<file path="config.mk">
export PLATFORM = sky130hd
export DESIGN_NAME = keypad_scanner
export DESIGN_NICKNAME = d
export VERILOG_FILES = /design/src/rtl/keypad_scanner.sv
export SDC_FILE = /design/constraint.sdc
export NUM_CORES = 1
export LEC_CHECK = 0
export BUFFER_PORTS_ARGS = -buffer_cell sky130_fd_sc_hd__clkbuf_2
export CORE_MARGIN = 1.5
export CORE_UTILIZATION = 45
export CTS_CLUSTER_DIAMETER = 60
export DETAILED_ROUTE_END_ITERATION = 7
export PLACE_DENSITY_LB_ADDON = 0.05
export SYNTH_ARGS = -nofsm -noshare
export SYNTH_HDL_FRONTEND = slang
export SYNTH_SLANG_ARGS = --single-unit
</file>
<file path="constraint.sdc">
create_clock -name clk -period 4.7 [get_ports clk]
set_input_delay 0.705 -clock clk [delete_from_list [all_inputs] [get_ports clk]]
set_output_delay 0.705 -clock clk [all_outputs]
set_load 0.005 [all_outputs]
</file>
<file path="src/rtl/keypad_scanner.sv">
// keypad_scanner
//   Matrix-keypad scanner. Drives one row low at a time, samples the
//   active-low column lines, debounces whole scan frames and reports
//   press/release events with a key code and a 7-segment image.
//
// Ports
//   clk          system clock
//   rst_n        asynchronous active-low reset
//   column       column lines, active-low (0 = contact closed on driven row)
//   row          row drive, exactly one bit low
//   key_code     index of the last accepted key, r*COLS + c
//   key_valid    one-cycle pulse on an accepted press
//   key_release  one-cycle pulse on an accepted release
//   key_held     high while the accepted state is a single pressed key
//   multi_key    high while the accepted state is two or more keys
//   display      segments {a,b,c,d,e,f,g}, active-high
//   common       display common, tied low
module keypad_scanner #(
    parameter int ROWS     = 4,
    parameter int COLS     = 3,
    parameter int CLK_DIV  = 50,
    parameter int DEBOUNCE = 4,
    parameter int KEY_W    = $clog2(ROWS*COLS)
) (
    input  logic             clk,
    input  logic             rst_n,
    input  logic [COLS-1:0]  column,
    output logic [ROWS-1:0]  row,
    output logic [KEY_W-1:0] key_code,
    output logic             key_valid,
    output logic             key_release,
    output logic             key_held,
    output logic             multi_key,
    output logic [6:0]       display,
    output logic             common
);
    localparam int TW = $clog2(CLK_DIV);
    localparam int RW = $clog2(ROWS);
    localparam int CW = $clog2(COLS);

    typedef enum logic [1:0] {K_NONE, K_KEY, K_MULTI} kind_t;
    typedef struct packed {
        kind_t            kind;
        logic [KEY_W-1:0] code;   // zero unless kind == K_KEY, so == compares whole states
    } cand_t;

    localparam cand_t NONE_C = '{kind: K_NONE, code: '0};

    function automatic logic [6:0] seg_image(input logic [KEY_W-1:0] code);
        case (32'(code))
            0:       seg_image = 7'b0110000;  // 1
            1:       seg_image = 7'b1101101;  // 2
            2:       seg_image = 7'b1111001;  // 3
            3:       seg_image = 7'b0110011;  // 4
            4:       seg_image = 7'b1011011;  // 5
            5:       seg_image = 7'b1011111;  // 6
            6:       seg_image = 7'b1110000;  // 7
            7:       seg_image = 7'b1111111;  // 8
            8:       seg_image = 7'b1111011;  // 9
            9:       seg_image = 7'b1001111;  // E
            10:      seg_image = 7'b1111110;  // 0
            11:      seg_image = 7'b1000111;  // F
            default: seg_image = 7'b0000001;
        endcase
    endfunction

    // ---------------- scan engine ----------------
    logic [COLS-1:0]  col_meta, col_sync;
    logic [TW-1:0]    tick_cnt;
    logic [RW-1:0]    r_idx;
    logic [1:0]       acc_cnt;      // closed contacts so far this frame, saturates at 2
    logic [KEY_W-1:0] acc_code;     // first closed contact this frame

    logic             tick, last_row, frame_end;
    logic [1:0]       row_cnt, sum_cnt;
    logic [2:0]       sum_raw;
    logic [CW-1:0]    row_first;
    logic [KEY_W-1:0] row_code, first_code;
    cand_t            cand;

    assign tick      = (tick_cnt == TW'(CLK_DIV - 1));
    assign last_row  = (r_idx == RW'(ROWS - 1));
    assign frame_end = tick && last_row;
    assign row       = ~(ROWS'(1) << r_idx);
    assign common    = 1'b0;

    // Contacts seen on the row being sampled, folded into the frame totals.
    always_comb begin
        // NOTE: every combinational output gets a default first so no latch is inferred.
        row_cnt   = 2'd0;
        row_first = '0;
        for (int c = 0; c < COLS; c++) begin
            if (!col_sync[c]) begin
                if (row_cnt == 2'd0) row_first = CW'(c);
                if (row_cnt != 2'd2) row_cnt = row_cnt + 2'd1;
            end
        end
        row_code   = KEY_W'(32'(r_idx) * COLS + 32'(row_first));
        sum_raw    = {1'b0, acc_cnt} + {1'b0, row_cnt};
        sum_cnt    = (sum_raw > 3'd2) ? 2'd2 : sum_raw[1:0];
        first_code = (acc_cnt != 2'd0) ? acc_code : row_code;

        cand = NONE_C;
        if (sum_cnt == 2'd1) cand = '{kind: K_KEY, code: first_code};
        else if (sum_cnt == 2'd2) cand = '{kind: K_MULTI, code: '0};
    end

    always_ff @(posedge clk or negedge rst_n) begin
        if (!rst_n) begin
            // Synchroniser resets to "no contact" so reset never looks like a press.
            col_meta <= '1;
            col_sync <= '1;
            tick_cnt <= '0;
            r_idx    <= '0;
            acc_cnt  <= '0;
            acc_code <= '0;
        end else begin
            // NOTE: sequential state uses non-blocking assignments so every flop
            // samples pre-edge values regardless of statement order.
            col_meta <= column;
            col_sync <= col_meta;
            tick_cnt <= tick ? '0 : tick_cnt + TW'(1);
            if (tick) begin
                r_idx <= last_row ? '0 : r_idx + RW'(1);
                if (last_row) begin
                    acc_cnt  <= '0;
                    acc_code <= '0;
                end else begin
                    acc_cnt  <= sum_cnt;
                    acc_code <= first_code;
                end
            end
        end
    end

    // ---------------- debounce / accepted-state FSM ----------------
    cand_t            prev_cand, prev_nx;
    cand_t            accepted, acc_nx;
    logic [3:0]       stable_cnt, stable_nx;
    logic [KEY_W-1:0] code_nx;
    logic             valid_nx, release_nx;
    logic [6:0]       display_nx;

    always_comb begin
        prev_nx    = prev_cand;
        acc_nx     = accepted;
        stable_nx  = stable_cnt;
        code_nx    = key_code;
        valid_nx   = 1'b0;
        release_nx = 1'b0;
        display_nx = display;
        if (frame_end) begin
            if (cand == prev_cand) begin
                if (stable_cnt != 4'(DEBOUNCE)) stable_nx = stable_cnt + 4'd1;
            end else begin
                stable_nx = 4'd1;
                prev_nx   = cand;
            end
            if (stable_nx == 4'(DEBOUNCE) && cand != accepted) begin
                acc_nx = cand;
                if (cand.kind == K_KEY) begin
                    valid_nx   = 1'b1;
                    code_nx    = cand.code;
                    display_nx = seg_image(cand.code);
                end else if (accepted.kind == K_KEY) begin
                    release_nx = 1'b1;
                end
            end
        end
    end

    always_ff @(posedge clk or negedge rst_n) begin
        if (!rst_n) begin
            prev_cand   <= NONE_C;
            accepted    <= NONE_C;
            stable_cnt  <= '0;
            key_code    <= '0;
            key_valid   <= 1'b0;
            key_release <= 1'b0;
            display     <= 7'b0000000;
        end else begin
            prev_cand   <= prev_nx;
            accepted    <= acc_nx;
            stable_cnt  <= stable_nx;
            key_code    <= code_nx;
            key_valid   <= valid_nx;
            key_release <= release_nx;
            display     <= display_nx;
        end
    end

    assign key_held  = (accepted.kind == K_KEY);
    assign multi_key = (accepted.kind == K_MULTI);

endmodule

</file>
==> impl_metrics.env, run 1 <==
export IMPL_skew_ps=9.233
export IMPL_pwr_share_seq=0.554
export IMPL_synth_seq_cells=49
export IMPL_p_leak_nw=1.487
export IMPL_hold_violations=0
export IMPL_cts_root_buffer="clkbuf_8"
export IMPL_period_share=0.8796
export IMPL_grt_usage=0.1825
export IMPL_grt_pass1_vias=2055
export IMPL_cts_tree="yes"
export IMPL_synth_warnings=0
export IMPL_cts_buffers=5
export IMPL_syn_mean_instance_area_sq_um=10.44
export IMPL_antenna_found_initial=0
export IMPL_async_flop_share=1.000
export IMPL_whs_ps=359.0
export IMPL_numPortBuffers=23
export IMPL_vdd_drop_max_v=0.0002104
export IMPL_clkLatencyLatePin_ps=300
export IMPL_start_util=0.4675
export IMPL_grtUsageMet2=0.2684
export IMPL_synth_cell_types=67
export IMPL_ys_flop_type="dfrtp_1"
export IMPL_grt_max_degree=50
export IMPL_synth_top_area_share=0.3604
export IMPL_post_cts_buffers=0
export IMPL_synthesis_area_sq_um=2985
export IMPL_combPwrFrac=0.067
export IMPL_rsz0062_at_grt="no"
export IMPL_max_freq_mhz=241.9
export IMPL_grt_pass1_wl_um=10270
export IMPL_synth_nets=314
export IMPL_grt_use_met1=0.2662
export IMPL_critPathCaptureType="flip-flop"
export IMPL_cts_sinks=49
export IMPL_finalSetupViolCount=0
export IMPL_grt_overflow_total=0
export IMPL_fin_nets=338
export IMPL_yosysSeqAreaShare=0.4132
export IMPL_via_count=2140
export IMPL_hold_class="reg -> reg"
export IMPL_die_y_um=84.45
export IMPL_use_met3=0.03343
export IMPL_holdBufCountCts=0
export IMPL_tightest_slew_ps=827.1
export IMPL_clkTransAtPathRegs_ps=90
export IMPL_core_area_sq_um=6386
export IMPL_netlist_instances=286
export IMPL_area_delta_synth_final_pct=9.221
export IMPL_yosysTopAreaCell="dfrtp_1"
export IMPL_drive_gt1_frac=0.2290
export IMPL_max_cap_viol_count=0
export IMPL_cts_htree_levels=2
export IMPL_dpl_hpwl_um=4252
export IMPL_startpoint_type="flip-flop"
export IMPL_die_area_sq_um=7132
export IMPL_worst_slack_ps=565.8
export IMPL_drt_pass1_iter_count=4
export IMPL_netSwitchingPower_uw=174.1
export IMPL_path_class="reg -> reg"
export IMPL_wl_per_cell_um=15.37
export IMPL_p_total_uw=772.8
export IMPL_cts_repair_resized=0
export IMPL_dp_cells=380
export IMPL_viasPerCell=5.530
export IMPL_status="completed"
export IMPL_grt_busiest_layer="met2"
export IMPL_crit_required_ps=4890
export IMPL_clockBufferDepth=2
export IMPL_detail_route_iter0_violations=127
export IMPL_synth_top_cells_by_area="dfrtp_1 (36%), ha_1 (8.4%), dfstp_2 (5.3%)"
export IMPL_setup_tns_ps=0
export IMPL_worstPathMaxFanout=12
export IMPL_synth_edf_count=0
export IMPL_critPathArrivalTime_ps=4330
export IMPL_drv_slew=0
export IMPL_power_switching_share=0.2253
export IMPL_p_clk_frac=0.379
export IMPL_p_int_uw=598.7
export IMPL_p_per_area_nw_per_um2=237.0
export IMPL_n_antenna_cell=0
export IMPL_rows=29
export IMPL_place_congestion=0.7757
export IMPL_stdcell_count=387
export IMPL_min_period_ps=4134
export IMPL_preCtsSetupSlack_ps=527.4
export IMPL_io_pins=25
export IMPL_relSlewSlack=0.4444
export IMPL_ant_nets=0
export IMPL_wl_um=5947
export IMPL_route_detailed_drc=0
export IMPL_fp_dieW_um=84.45
==> worst max-delay path: stages (launching register included) <==
cell	delay, ps
dfstp_2	560
ha_1	150
nand2b_1	90
fa_1	490
inv_1	40
ha_1	180
inv_1	60
fa_1	450
nor3b_4	200
nor3_2	480
nand4b_1	230
a311oi_4	460
nor4_4	90
buf_4	220
mux2_4	310
==> cell type report <==
| class | count | area, sq um |
|---|---|---|
| inverter | 23 | 87.58 |
| timing repair buffer | 26 | 137.6 |
| fill | 593 | 3126 |
| tap | 77 | 96.34 |
| sequential | 49 | 1234 |
| clock buffer | 5 | 68.82 |
| clock inverter | 2 | 35.03 |
| multi-input combinational | 205 | 1602 |
==> power groups by stage <==
stage	sequential [mW]	clock, mW	combinational, mW
floorplan	0.436	0	0.0335
global placement	0.436	0	0.0521
detailed placement	0.436	0	0.0526
CTS	0.428	0.306	0.0531
global route	0.428	0.321	0.0590
finish	0.428	0.293	0.0517
==> layer usage <==
layer  part of all wire  vias up
met5                  0        -
met2               0.44       41
met1               0.51     1036
met3              0.033        8
li1                   -     1055
met4              0.018        0
==> cells by family after synthesis <==
kind of cell,synth area share
AO/OA/AOI/OAI,0.1350
XOR/XNOR,0.01760
adder cells (fa/ha/maj),0.1039
buffers and inverters,0.05029
flip-flops,0.4132
multiplexers,0.07460
other,0.001256
AND/OR/NAND/NOR,0.2041
==> layout by cell type, fill, tap and decap left out, types with 3 or more instances in the layout <==
| master | instances |
|---|---|
| o31ai_1 | 5 |
| mux2_2 | 10 |
| inv_1 | 22 |
| buf_4 | 3 |
| dfstp_2 | 6 |
| nor3_1 | 7 |
| fa_1 | 3 |
| a21oi_1 | 6 |
| nor2b_1 | 3 |
| mux2i_1 | 5 |
| xnor2_1 | 5 |
| nand4_1 | 3 |
| a211o_1 | 3 |
| clkbuf_8 | 5 |
| mux2_4 | 4 |
| o21ai_0 | 18 |
| clkbuf_2 | 23 |
| and2_1 | 4 |
| dfrtp_1 | 43 |
| ha_1 | 20 |
| and3_1 | 3 |
| nand3_1 | 10 |
| or3_1 | 3 |
| nand2b_1 | 3 |
| nand2_1 | 28 |
| nor2_1 | 15 |
==> sequential cells by signal, summed over array words and instances (netlist names), 2 cells and up <==
register / count
display: 7
accepted: 6
prev_cand: 6
tick_cnt: 6
acc_code: 4
key_code: 4
stable_cnt: 4
col_meta: 3
col_sync: 3
acc_cnt: 2
r_idx: 2
==> cell usage after synthesis (6+ instances only) <==
cell type   n
a21oi_1     6
dfrtp_1    43
dfstp_2     6
ha_1       20
inv_1      22
mux2_2     10
nand2_1    28
nand3_1    10
nor2_1     15
nor3_1      7
o21ai_0    18
==> metrics by stage <==
step,utilization,instance area (sq um)
floorplan,-,2985
global placement,0.4943,3157
detailed placement,0.4943,3157
CTS,0.5106,3261
global route,0.5106,3261
finish,0.5106,3261
==> path summary, 6_finish.rpt <==
path | from | to | slack [ps] | cells past startpoint
max | col_sync[0]$_DFF_PN1_ | display[3]$_DFFE_PN0P_ | 570 | 14
min | col_meta[1]$_DFF_PN1_ | col_sync[1]$_DFF_PN1_ | 360 | 0
max reg2reg | col_sync[0]$_DFF_PN1_ | display[3]$_DFFE_PN0P_ | 570 | 14
min reg2reg | col_meta[1]$_DFF_PN1_ | col_sync[1]$_DFF_PN1_ | 360 | 0
max in group asynchronous | rst_n | acc_code[3]$_DFFE_PN0N_ | 3780 | 2
min in group asynchronous | rst_n | r_idx[0]$_DFFE_PN0N_ | 490 | 2
No activity file was read; power rests on OpenSTA's default activity.
==> run 2, diff against run 1 <==
Settings changed: CORE_ASPECT_RATIO from default to 1.25.
==> impl_metrics.env, run 2 (synthesis gave the netlist of run 1 again) <==
export IMPL_status="completed"
export IMPL_skew_ps=10.94
export IMPL_finalSetupViolCount=0
export IMPL_critPathMaxStageDelay_ps=570
export IMPL_core_area_sq_um=6482
export IMPL_viasPerCell=5.261
export IMPL_startpoint_type="flip-flop"
export IMPL_crit_required_ps=4900
export IMPL_rows=33
export IMPL_clockBufferDepth=2
export IMPL_start_util=0.4605
export IMPL_fin_nets=338
export IMPL_vdd_drop_max_v=0.0001417
export IMPL_r2r_end="key_code[2]$_DFFE_PN0P_"
export IMPL_die_area_sq_um=7135
export IMPL_whs_ps=359.0
export IMPL_dpl_hpwl_um=4373
export IMPL_grt_pass1_vias=1985
export IMPL_hold_class="reg -> reg"
export IMPL_post_cts_buffers=0
export IMPL_drv_slew=0
export IMPL_tightest_slew_ps=749.8
export IMPL_grt_usage=0.1816
export IMPL_detail_route_iter0_violations=85
export IMPL_path_class="reg -> reg"
export IMPL_r2r_start="col_sync[0]$_DFF_PN1_"
export IMPL_clkLatencyLatePin_ps=310
export IMPL_die_y_um=94.07
export IMPL_path_cells="ha_1 > nand2b_1 > fa_1 > inv_1 > ha_1 > inv_1 > fa_1 > nor3b_4 > nor3_2 > nand4b_1 > a311oi_4 > nor4_4 > buf_4 > mux2_4"
export IMPL_regMostFlops="display"
export IMPL_wl_um=5868
export IMPL_largest_reg_flops=7
export IMPL_hold_end="col_sync[2]$_DFF_PN1_"
export IMPL_fp_dieW_um=75.85
export IMPL_mostFrequentLayoutCells="dfrtp_1 (43), nand2_1 (28), clkbuf_2 (23), inv_1 (22), ha_1 (20)"
export IMPL_period_share=0.8513
export IMPL_critPathCaptureType="flip-flop"
export IMPL_mostFrequentLayoutCell="dfrtp_1"
export IMPL_grt_overflow_total=0
export IMPL_cts_htree_levels=2
export IMPL_numPortBuffers=23
export IMPL_max_cap_viol_count=0
export IMPL_min_from="col_meta[2]$_DFF_PN1_"
export IMPL_critPathArrivalTime_ps=4200
export IMPL_p_leak_nw=1.491
export IMPL_cts_root_buffer="clkbuf_8"
export IMPL_cts_tree="yes"
export IMPL_route_detailed_drc=0
export IMPL_drt_pass1_iter_count=4
export IMPL_cts_buffers=5
export IMPL_hold_violations=0
export IMPL_worstPathMaxFanout=12
export IMPL_p_per_area_nw_per_um2=244.2
export IMPL_n_antenna_cell=0
export IMPL_preCtsSetupSlack_ps=697.4
export IMPL_min_period_ps=4001
export IMPL_clkTransAtPathRegs_ps=90
export IMPL_antenna_found_initial=0
export IMPL_via_count=2094
export IMPL_relSlewSlack=0.4963
export IMPL_drive_gt1_frac=0.2315
export IMPL_cts_sinks=49
export IMPL_min_path_cells=0
export IMPL_crit_slowest_cell="dfstp_2"
export IMPL_setup_tns_ps=0
export IMPL_final_util=0.5074
export IMPL_max_freq_mhz=249.9
export IMPL_r2r_worst_path_cells=14
export IMPL_io_pins=25
export IMPL_rsz0062_at_grt="no"
export IMPL_area_delta_synth_final_pct=10.18
export IMPL_r2r_slack_ps=700
export IMPL_holdBufCountCts=0
export IMPL_grt_pass1_wl_um=9735
export IMPL_worst_slack_ps=699.0
export IMPL_cts_repair_resized=0
export IMPL_grt_max_degree=50
export IMPL_ant_nets=0
export IMPL_wl_per_cell_um=14.74
export IMPL_place_congestion=0.7868
[run 2: where the power goes]
group | leakage (nW) | switching, mW | internal, mW
sequential | 0.651 | 0.00155 | 0.426
clock | 0.0574 | 0.151 | 0.173
combinational | 0.782 | 0.0336 | 0.0175
[run 2: how the worst max path moves through the flow]
stage / from / end / depth (start not counted)
finish: col_sync[0]$_DFF_PN1_ / key_code[2]$_DFFE_PN0P_ / 14
detailed placement: col_sync[0]$_DFF_PN1_ / key_code[0]$_DFFE_PN0P_ / 14
CTS: col_sync[0]$_DFF_PN1_ / key_code[2]$_DFFE_PN0P_ / 14
global placement: col_sync[0]$_DFF_PN1_ / display[6]$_DFFE_PN0P_ / 14
floorplan: col_sync[0]$_DFF_PN1_ / display[0]$_DFFE_PN0P_ / 14
global route: col_sync[0]$_DFF_PN1_ / display[6]$_DFFE_PN0P_ / 14
[run 2: metrics by stage]
step | instance area, sq um | cells | total power, mW
after floorplan | 2985 | 286 | 0.4692
after global placement | 3169 | 390 | 0.4883
after detailed placement | 3169 | 390 | 0.4885
after CTS | 3289 | 398 | 0.8149
after global routing | 3289 | 398 | 0.8319
final | 3289 | 398 | 0.8034
[run 2: final cells by class]
type | instances | area, sq um
Timing Repair Buffer | 26 | 137.6
Sequential cell | 49 | 1234
Multi-Input combinational cell | 205 | 1602
Fill cell | 630 | 3193
Tap cell | 87 | 108.9
Inverter | 23 | 87.58
Clock inverter | 2 | 37.54
Clock buffer | 6 | 82.58
[run 2: per-layer routing]
layer,vias up,share of wire,track usage
li1,1054,-,-
met5,-,0,0
met2,18,0.51,0.3065
met4,0,0.013,0.05357
met1,1016,0.46,0.2328
met3,6,0.018,0.03219
[run 2: worst max-delay path: cells and delay by family, from the launching register on]
| kind | cells | cell delay, ps |
|---|---|---|
| AOI/OAI and AO/OA | 1 | 450 |
| adders and majority gates | 4 | 1230 |
| buffers and inverters | 3 | 320 |
| DFF | 1 | 570 |
| muxes | 1 | 300 |
| and+or+nand+nor | 5 | 1030 |
==> run 3, diff against run 2 <==
Settings changed: CTS_BUF_LIST from default to sky130_fd_sc_hd__clkbuf_16.
==> impl_metrics.env, run 3 (synthesis gave the netlist of run 1 again) <==
export IMPL_p_total_uw=888.3
export IMPL_tightest_slew_ps=756.4
export IMPL_p_per_area_nw_per_um2=266.3
export IMPL_grt_overflow_total=0
export IMPL_cts_root_buffer="clkbuf_16"
export IMPL_critPathArrivalTime_ps=4170
export IMPL_min_path_cells=0
export IMPL_r2r_start="col_sync[0]$_DFF_PN1_"
export IMPL_r2r_end="key_code[0]$_DFFE_PN0P_"
export IMPL_crit_start="col_sync[0]$_DFF_PN1_"
export IMPL_finalSetupViolCount=0
export IMPL_vdd_drop_max_v=0.0001623
export IMPL_hold_end="col_sync[2]$_DFF_PN1_"
export IMPL_detail_route_iter0_violations=93
export IMPL_hold_class="reg -> reg"
export IMPL_crit_required_ps=4880
export IMPL_fillerInstances=625
export IMPL_place_congestion=0.7868
export IMPL_min_period_ps=3994
export IMPL_critPathMaxStageDelay_ps=560
export IMPL_relSlewSlack=0.4919
export IMPL_dp_cells=390
export IMPL_cts_sinks=49
export IMPL_via_count=2104
export IMPL_grt_pass1_wl_um=9811
export IMPL_grt_pass1_vias=2008
export IMPL_period_share=0.8498
export IMPL_path_class="reg -> reg"
export IMPL_die_y_um=94.07
export IMPL_clockBufferDepth=2
export IMPL_critPathCaptureType="flip-flop"
export IMPL_worstPathMaxFanout=12
export IMPL_grt_usage=0.1827
export IMPL_wl_per_cell_um=14.78
export IMPL_status="completed"
export IMPL_cts_tree="yes"
export IMPL_area_delta_synth_final_pct=11.74
export IMPL_regMostFlops="display"
export IMPL_rsz0062_at_grt="no"
export IMPL_start_util=0.4605
export IMPL_dpl_hpwl_um=4373
export IMPL_antenna_found_initial=0
export IMPL_r2r_slack_ps=710
export IMPL_r2r_worst_path_cells=14
export IMPL_numPortBuffers=23
export IMPL_fp_dieW_um=75.85
export IMPL_holdBufCountCts=0
export IMPL_seqCellArea_sq_um=1234
export IMPL_ant_nets=0
export IMPL_crit_slowest_cell="dfstp_2"
export IMPL_mostFrequentLayoutCells="dfrtp_1 (43), nand2_1 (28), clkbuf_2 (23), inv_1 (22), ha_1 (20)"
export IMPL_io_pins=25
export IMPL_wl_um=5884
export IMPL_skew_ps=4.220
export IMPL_mostFrequentLayoutCell="dfrtp_1"
export IMPL_cts_htree_levels=2
export IMPL_min_from="col_meta[2]$_DFF_PN1_"
export IMPL_critPathTopFamily="adder cells"
export IMPL_die_area_sq_um=7135
export IMPL_clkLatencyLatePin_ps=290
export IMPL_p_leak_nw=1.511
export IMPL_cts_buffers=5
export IMPL_max_cap_viol_count=0
export IMPL_core_area_sq_um=6482
export IMPL_drv_slew=0
export IMPL_viasPerCell=5.286
export IMPL_max_freq_mhz=250.4
export IMPL_largest_reg_flops=7
export IMPL_setup_tns_ps=0
export IMPL_clkTransAtPathRegs_ps=70
export IMPL_stdcell_count=398
export IMPL_grt_max_degree=50
export IMPL_cts_repair_resized=0
export IMPL_rows=33
export IMPL_n_antenna_cell=0
export IMPL_post_cts_buffers=0
export IMPL_path_cells="ha_1 > nand2b_1 > fa_1 > inv_1 > ha_1 > inv_1 > fa_1 > nor3b_4 > nor3_2 > nand4b_1 > a311oi_4 > nor4_4 > buf_4 > mux2_4"
export IMPL_cp_num_buf_inv=3
export IMPL_route_detailed_drc=0
export IMPL_multi_input_area_sq_um=1602
export IMPL_drt_pass1_iter_count=4
export IMPL_startpoint_type="flip-flop"
export IMPL_drive_gt1_frac=0.2283
export IMPL_fin_nets=338
export IMPL_hold_violations=0
==> run 3: power breakdown <==
group          switching, mW  internal, mW
sequential           0.00156         0.427
clock                  0.160         0.249
combinational         0.0336        0.0175
total                  0.195         0.693
==> run 3: metrics by stage <==
step / cell area (sq um) / setup WS, ps / utilization / hold slack, ps
after global placement: 3169 / 771.7 / 0.4889 / 346.0
final: 3336 / 706.1 / 0.5146 / 355.7
after global routing: 3336 / 462.8 / 0.5146 / 359.5
after CTS: 3336 / 684.0 / 0.5146 / 356.2
after floorplan: 2985 / 957.5 / - / 345.2
after detailed placement: 3169 / 697.4 / 0.4889 / 346.8
==> run 3: per-layer routing <==
layer  wire length (um)  global-route usage
met1               2684              0.2348
met2               3000              0.3087
met3                109             0.02790
met4                 90             0.05804
met5                  0                   0
==> run 3: layout make-up <==
type / count / share of cell area
Tap cell: 87 / 0.03263
Clock inverter: 3 / 0.01238
Sequential cell: 49 / 0.3698
Timing Repair Buffer: 26 / 0.04126
Inverter: 23 / 0.02626
Multi-Input combinational cell: 205 / 0.4801
Clock buffer: 5 / 0.03751
==> run 3: worst max path at each step <==
stage	to	slack [ps]	depth (start not counted)
floorplan	display[0]$_DFFE_PN0P_	960	14
detailed placement	key_code[0]$_DFFE_PN0P_	700	14
CTS	key_code[2]$_DFFE_PN0P_	680	14
finish	key_code[0]$_DFFE_PN0P_	710	14
global placement	display[6]$_DFFE_PN0P_	770	14
global route	display[6]$_DFFE_PN0P_	460	14
